## config.mk

```make
export PLATFORM = sky130hd
export DESIGN_NAME = mistral_lut_cfg_loader
export DESIGN_NICKNAME = d
export VERILOG_FILES = /design/src/rtl/mistral_cfg_pkg.sv /design/src/rtl/mistral_lut4_eval.sv /design/src/rtl/mistral_lut_cfg_loader.sv
export SDC_FILE = /design/constraint.sdc
export NUM_CORES = 1
export LEC_CHECK = 0
export BUFFER_PORTS_ARGS = -buffer_cell sky130_fd_sc_hd__buf_2
export CAP_MARGIN = 5
export CORE_MARGIN = 2
export CORE_UTILIZATION = 60
export DETAILED_ROUTE_END_ITERATION = 16
export MAX_ROUTING_LAYER = met4
export PLACE_DENSITY_LB_ADDON = 0.3
export RECOVER_POWER = 50
export SETUP_SLACK_MARGIN = 0.2
export SLEW_MARGIN = 20
export SYNTH_ARGS = -nofsm -noshare
export SYNTH_HDL_FRONTEND = slang
export SYNTH_SLANG_ARGS = --single-unit
```

## constraint.sdc

```tcl
create_clock -name CLK -period 2.87 [get_ports CLK]
set_input_delay 0.287 -clock CLK [delete_from_list [all_inputs] [get_ports CLK]]
set_output_delay 0.287 -clock CLK [all_outputs]
set_load 0.005 [all_outputs]
```

## src/rtl/mistral_cfg_pkg.sv

```systemverilog
// Shared types and constants for the Mistral LUT4 configuration loader.
package mistral_cfg_pkg;

   localparam int unsigned MASK_W = 16;
   localparam int unsigned LUT_K  = 4;

   typedef enum logic [1:0] {
      OP_LOAD      = 2'b00,
      OP_READBACK  = 2'b01,
      OP_CLEAR_ALL = 2'b10,
      OP_ILLEGAL   = 2'b11
   } cfg_op_e;

   typedef enum logic [2:0] {
      ST_IDLE,
      ST_LOAD,
      ST_COMMIT,
      ST_READ,
      ST_CLEAR
   } cfg_state_e;

endpackage

```

## src/rtl/mistral_lut4_eval.sv

```systemverilog
// Combinational LUT4: selects one mask bit by {D,C,B,A}, A being the LSB.
module mistral_lut4_eval
   import mistral_cfg_pkg::*;
(
   input  logic [MASK_W-1:0] mask,
   input  logic              a,
   input  logic              b,
   input  logic              c,
   input  logic              d,
   output logic              q
);

   logic [7:0] s_a;
   logic [3:0] s_b;
   logic [1:0] s_c;

   // Mux tree in cell order: A picks between adjacent mask bits, D is the final select.
   for (genvar i = 0; i < 8; i++) begin : g_sel_a
      assign s_a[i] = a ? mask[2*i+1] : mask[2*i];
   end

   for (genvar i = 0; i < 4; i++) begin : g_sel_b
      assign s_b[i] = b ? s_a[2*i+1] : s_a[2*i];
   end

   for (genvar i = 0; i < 2; i++) begin : g_sel_c
      assign s_c[i] = c ? s_b[2*i+1] : s_b[2*i];
   end

   assign q = d ? s_c[1] : s_c[0];

endmodule

```

## src/rtl/mistral_lut_cfg_loader.sv

```systemverilog
// Runtime loader for a bank of LUT4 masks: serial load into a shadow register,
// atomic commit into the live bank, serial readback and clear-all.
module mistral_lut_cfg_loader
   import mistral_cfg_pkg::*;
#(
   parameter int unsigned       NUM_LUTS  = 4,
   parameter int unsigned       ADDR_W    = 2,
   parameter logic [MASK_W-1:0] INIT_MASK = 16'h0000
) (
   input  logic                      CLK,
   input  logic                      ACLR,
   input  logic                      CMD_VALID,
   output logic                      CMD_READY,
   input  logic [1:0]                CMD_OP,
   input  logic [ADDR_W-1:0]         CMD_ADDR,
   input  logic                      SDI,
   input  logic                      SDI_VALID,
   output logic                      SDO,
   output logic                      SDO_VALID,
   output logic                      DONE,
   output logic                      ERR,
   input  logic [LUT_K*NUM_LUTS-1:0] LUT_IN,
   output logic [NUM_LUTS-1:0]       LUT_OUT
);

   cfg_state_e        state_q, state_d;
   logic [3:0]        cnt_q, cnt_d;
   logic [ADDR_W-1:0] addr_q, addr_d;
   logic [MASK_W-1:0] shadow_q, shadow_d;
   logic [MASK_W-1:0] live_q [NUM_LUTS];
   logic [MASK_W-1:0] live_d [NUM_LUTS];
   logic              done_q, done_d;
   logic              err_q, err_d;

   cfg_op_e           op;
   logic              addr_bad;

   assign op       = cfg_op_e'(CMD_OP);
   assign addr_bad = (32'(CMD_ADDR) >= NUM_LUTS);

   // Next-state, datapath updates and handshake/serial outputs.
   always_comb begin
      state_d   = state_q;
      cnt_d     = cnt_q;
      addr_d    = addr_q;
      shadow_d  = shadow_q;
      live_d    = live_q;
      done_d    = 1'b0;
      err_d     = 1'b0;
      CMD_READY = (state_q == ST_IDLE);
      SDO       = 1'b0;
      SDO_VALID = 1'b0;

      unique case (state_q)
         ST_IDLE: begin
            if (CMD_VALID) begin
               if (op == OP_ILLEGAL || addr_bad) begin
                  err_d = 1'b1;
               end else begin
                  addr_d = CMD_ADDR;
                  cnt_d  = '0;
                  unique case (op)
                     OP_LOAD:      state_d = ST_LOAD;
                     OP_READBACK:  state_d = ST_READ;
                     OP_CLEAR_ALL: state_d = ST_CLEAR;
                     default:      state_d = ST_IDLE;
                  endcase
               end
            end
         end

         ST_LOAD: begin
            if (SDI_VALID) begin
               shadow_d[cnt_q] = SDI;
               cnt_d           = cnt_q + 4'd1;
               if (cnt_q == 4'd15) begin
                  state_d = ST_COMMIT;
               end
            end
         end

         ST_COMMIT: begin
            live_d[addr_q] = shadow_q;
            done_d         = 1'b1;
            state_d        = ST_IDLE;
         end

         ST_READ: begin
            SDO_VALID = 1'b1;
            SDO       = live_q[addr_q][cnt_q];
            cnt_d     = cnt_q + 4'd1;
            if (cnt_q == 4'd15) begin
               done_d  = 1'b1;
               state_d = ST_IDLE;
            end
         end

         ST_CLEAR: begin
            live_d  = '{default: INIT_MASK};
            done_d  = 1'b1;
            state_d = ST_IDLE;
         end

         default: begin
            state_d = ST_IDLE;
            cnt_d   = '0;
         end
      endcase
   end

   // State and datapath registers; clear aborts any operation in flight.
   always_ff @(posedge CLK or negedge ACLR) begin
      if (!ACLR) begin
         state_q  <= ST_IDLE;
         cnt_q    <= '0;
         addr_q   <= '0;
         shadow_q <= '0;
         live_q   <= '{default: INIT_MASK};
         done_q   <= 1'b0;
         err_q    <= 1'b0;
      end else begin
         state_q  <= state_d;
         cnt_q    <= cnt_d;
         addr_q   <= addr_d;
         shadow_q <= shadow_d;
         live_q   <= live_d;
         done_q   <= done_d;
         err_q    <= err_d;
      end
   end

   assign DONE = done_q;
   assign ERR  = err_q;

   for (genvar g = 0; g < NUM_LUTS; g++) begin : g_lut
      mistral_lut4_eval u_eval (
         .mask (live_q[g]),
         .a    (LUT_IN[LUT_K*g + 0]),
         .b    (LUT_IN[LUT_K*g + 1]),
         .c    (LUT_IN[LUT_K*g + 2]),
         .d    (LUT_IN[LUT_K*g + 3]),
         .q    (LUT_OUT[g])
      );
   end

endmodule

```

==> impl_metrics.csv <==
group,metric,value,unit
outcome,status,"complete, but fails checks",
outcome,failed_checks,"capacitance limit, slew limit",
critical_path,crit_required,2.58,ns
global_route,grt_use_total,31.19,%
synthesis,synth_top_flop_cell,"dfrtp_1",
power,p_per_area,923.1,nW/um2
final_layout,drive_gt1_share,25.93,%
final_layout,register_area,2281,um2
synthesis,synth_edf_count,0,
sta,setup_tns,0,ns
critical_path,worstReg2RegStart,"state_q[0]",
global_route,grt_pass1_vias,3681,
detailed_routing,drc,0,
final_layout,final_cells,560,
power,peakVddDrop,0.4696,mV
sta,finalMaxSlewViolations,92,
critical_path,end_kind,"output port",
final_layout,nFillCells,615,
final_layout,antenna_cells,0,
final_layout,multi_input_area,2587,um2
floorplan,rows,33,
synthesis,avgSynthCellArea,12.02,um2
detailed_routing,via_per_inst,6.586,
global_route,grt_pass1_wl,20350,um
synthesis,synth_area_leaders,"dfrtp_1 (45%), mux2i_1 (14%), mux4_2 (13%), nor2_1 (5.5%), mux2_2 (4.0%)",
placement,dp_hpwl,9053,um
flow_run,timing.max_cap.violations,1,
critical_path,critPathTopFamily,"multiplexers",
critical_path,critPathCapture,"SDO",
clock_tree,cts-root-buf,"clkbuf_8",
critical_path,worst-r2r-cell-count,6,
sta,maxClockFrequency,0.3923,GHz
clock_tree,htree_num_levels,3,
clock_tree,clock_latency,0.35,ns
floorplan,die_width,95.63,um
critical_path,cp_data_arrival_time,2.26,ns
critical_path,crit_buf_inv,2,
synthesis,ys_ff_latch,91,
detailed_routing,routed_wl,12680,um
clock_tree,cts.path.max_buffers,2,
synthesis,synth_fp_nets,449,
critical_path,r2r_setup_slack,0.53,ns
synthesis,yosysTopAreaCell,"dfrtp_1",
sta,fin_crit,2.549,ns
synthesis,async_flop_share,100.0,%
sta,worst_slew_margin_rel,-47.56,%
sta,worstMarginPinSlew,2.213,ns
sta,setup_violations,0,
floorplan,die_y,95.63,um
clock_tree,numClockSinks,91,
critical_path,worstPathMaxFanout,5,
final_layout,nNetsFinal,481,
floorplan,die_area,9144,um2
power,leakagePower,2.725,nW
critical_path,critPathKind,"register to output port",
global_route,grt.overflow.total,0,
synthesis,synth_area,5037,um2
floorplan,io_pins,34,
sta,finalCritPeriodShare,88.82,%
floorplan,core,8175,um2
clock_tree,numCtsBuffers,9,
critical_path,path_cells,"buf_4, mux4_1, and3_1, a31oi_1, nand4_1, and4_1, buf_2",
placement,portBuffers,33,
detailed_routing,via_count,3688,
global_route,antenna_found_initial,0,
final_layout,fin_util,67.46,%
sta,rsz0062_at_grt,"no",
global_route,grt_max_degree,92,
floorplan,start_util,61.62,%
sta,skew,0.01026,ns
detailed_routing,wire_per_inst,22.64,um
final_layout,area_delta_synth_final,9.488,%
detailed_routing,drt_pre_antenna_iters,6,
detailed_routing,drt-initial-drc-count,417,
critical_path,start_kind,"register",
detailed_routing,ant_nets,0,
clock_tree,cts_hold_buf,0,
synthesis,syn-instance-count,419,
critical_path,slowest_stage,"mux4_1",
synthesis,yosys_warnings,0,
min_path,min_path_type,"input port to register",
critical_path,crit_start,"addr_q[0]",
synthesis,synth_cell_types,41,
clock_tree,cts_tree,"yes",
synthesis,yosysSeqAreaShare,45.21,%
clock_tree,clk_pin_slew_worst_paths,0.09,ns
critical_path,max_stage_delay,0.55,ns
placement,placed_cells,541,
sta,finalHoldViolations,0,
critical_path,cp_num_cells,7,
critical_path,r2r_end,"cnt_q[2]",
synthesis,yosysTopAreaCellShare,45.21,%
placement,gp_congestion,0.9970,
[sequential cells by signal, indices dropped and copies added, names as in the netlist]
register / flops
DONE: 1
ERR: 1
addr_q: 2
cnt_q: 4
live_q: 64
shadow_q: 16
state_q: 3
[how the worst min path moves through the flow]
stage,to,cells after the start,from,slack [ns]
2_1_floorplan,DONE,0,ACLR,-0.009
3_3_place_gp,state_q[2],2,CMD_OP[0],0.49
3_5_place_dp,state_q[2],2,CMD_OP[0],0.50
4_1_cts,state_q[2],2,CMD_OP[0],0.13
5_1_grt,state_q[2],2,CMD_OP[0],0.14
6_report,state_q[2],2,CMD_OP[0],0.13
[cell usage in the layout, fill, tap and decap left out, types with 5 or more instances in the layout]
cell / count
nand2_1: 31
o21ai_0: 9
and2_1: 6
mux2i_1: 70
nor2_1: 73
mux2_2: 18
buf_4: 15
dfrtp_1: 88
ha_1: 5
mux4_1: 6
mux4_2: 28
clkbuf_8: 10
inv_1: 6
buf_2: 31
[metrics by stage]
stage | hold WS, ns | power, W | cell area [um2] | worst slack [ns]
after CTS | 0.1265 | 0.005054 | 5520 | 0.2315
after global placement | 0.4925 | 0.004055 | 5296 | 0.4205
after detailed placement | 0.5008 | 0.004138 | 5296 | 0.3453
after floorplan | -0.008591 | 0.003535 | 5037 | 0.9312
after global routing | 0.1427 | 0.005364 | 5515 | 0.2581
final | 0.1291 | 0.005091 | 5515 | 0.3209
[final cells by class]
| class | instances | area share, % |
|---|---|---|
| Tap cell | 105 | 2.382 |
| Clock buffer | 11 | 2.564 |
| Timing Repair Buffer | 50 | 5.445 |
| Sequential cell | 91 | 41.36 |
| Clock inverter | 4 | 0.9301 |
| Multi-Input combinational cell | 293 | 46.91 |
| Inverter | 6 | 0.4083 |
[synthesized netlist by cell type, types with 2 or more instances]
master and instances:
a221oi_1 2, and2_1 6, nor2_1 74, nand3b_1 2
nand4_1 3, nand3_1 4, o211ai_1 2, inv_1 6
ha_1 5, nand2_1 31, buf_4 8, o21ai_0 9
buf_6 2, a22oi_1 2, mux2i_1 70, a21oi_1 4
mux4_2 28, clkbuf_1 11, nor4b_1 2, and3_1 2
nor3_1 2, dfrtp_1 91, a311oi_1 2, mux2_2 18
a31oi_1 2, nor2b_1 4, buf_2 8, mux4_1 6
[logic make-up after synthesis]
logic type	synth area share [%]
compound gates	4.024
fa+ha+maj	1.242
buf+inv	3.701
flops	45.21
mux	33.58
simple gates	12.25
[per-layer routing]
layer  GRT usage, %  up-vias  wire length [um]
li1               -     1585                 -
met1          42.93     1846              5286
met2          45.69      214              5846
met3          7.431       43              1172
met4          11.31        0               374
met5              -        -                 0
[repair_timing]
action,CTS,global route
setup buffers,4,0
resized for setup,1,2
setup endpoints to repair,1,1
[power breakdown]
group | internal, W | switching [W]
logic | 0.000982 | 0.000918
registers | 0.00173 | 0.000584
clock network | 0.000423 | 0.000456
total | 0.00313 | 0.00196
Note: power is estimated with default switching activity, not from simulation.
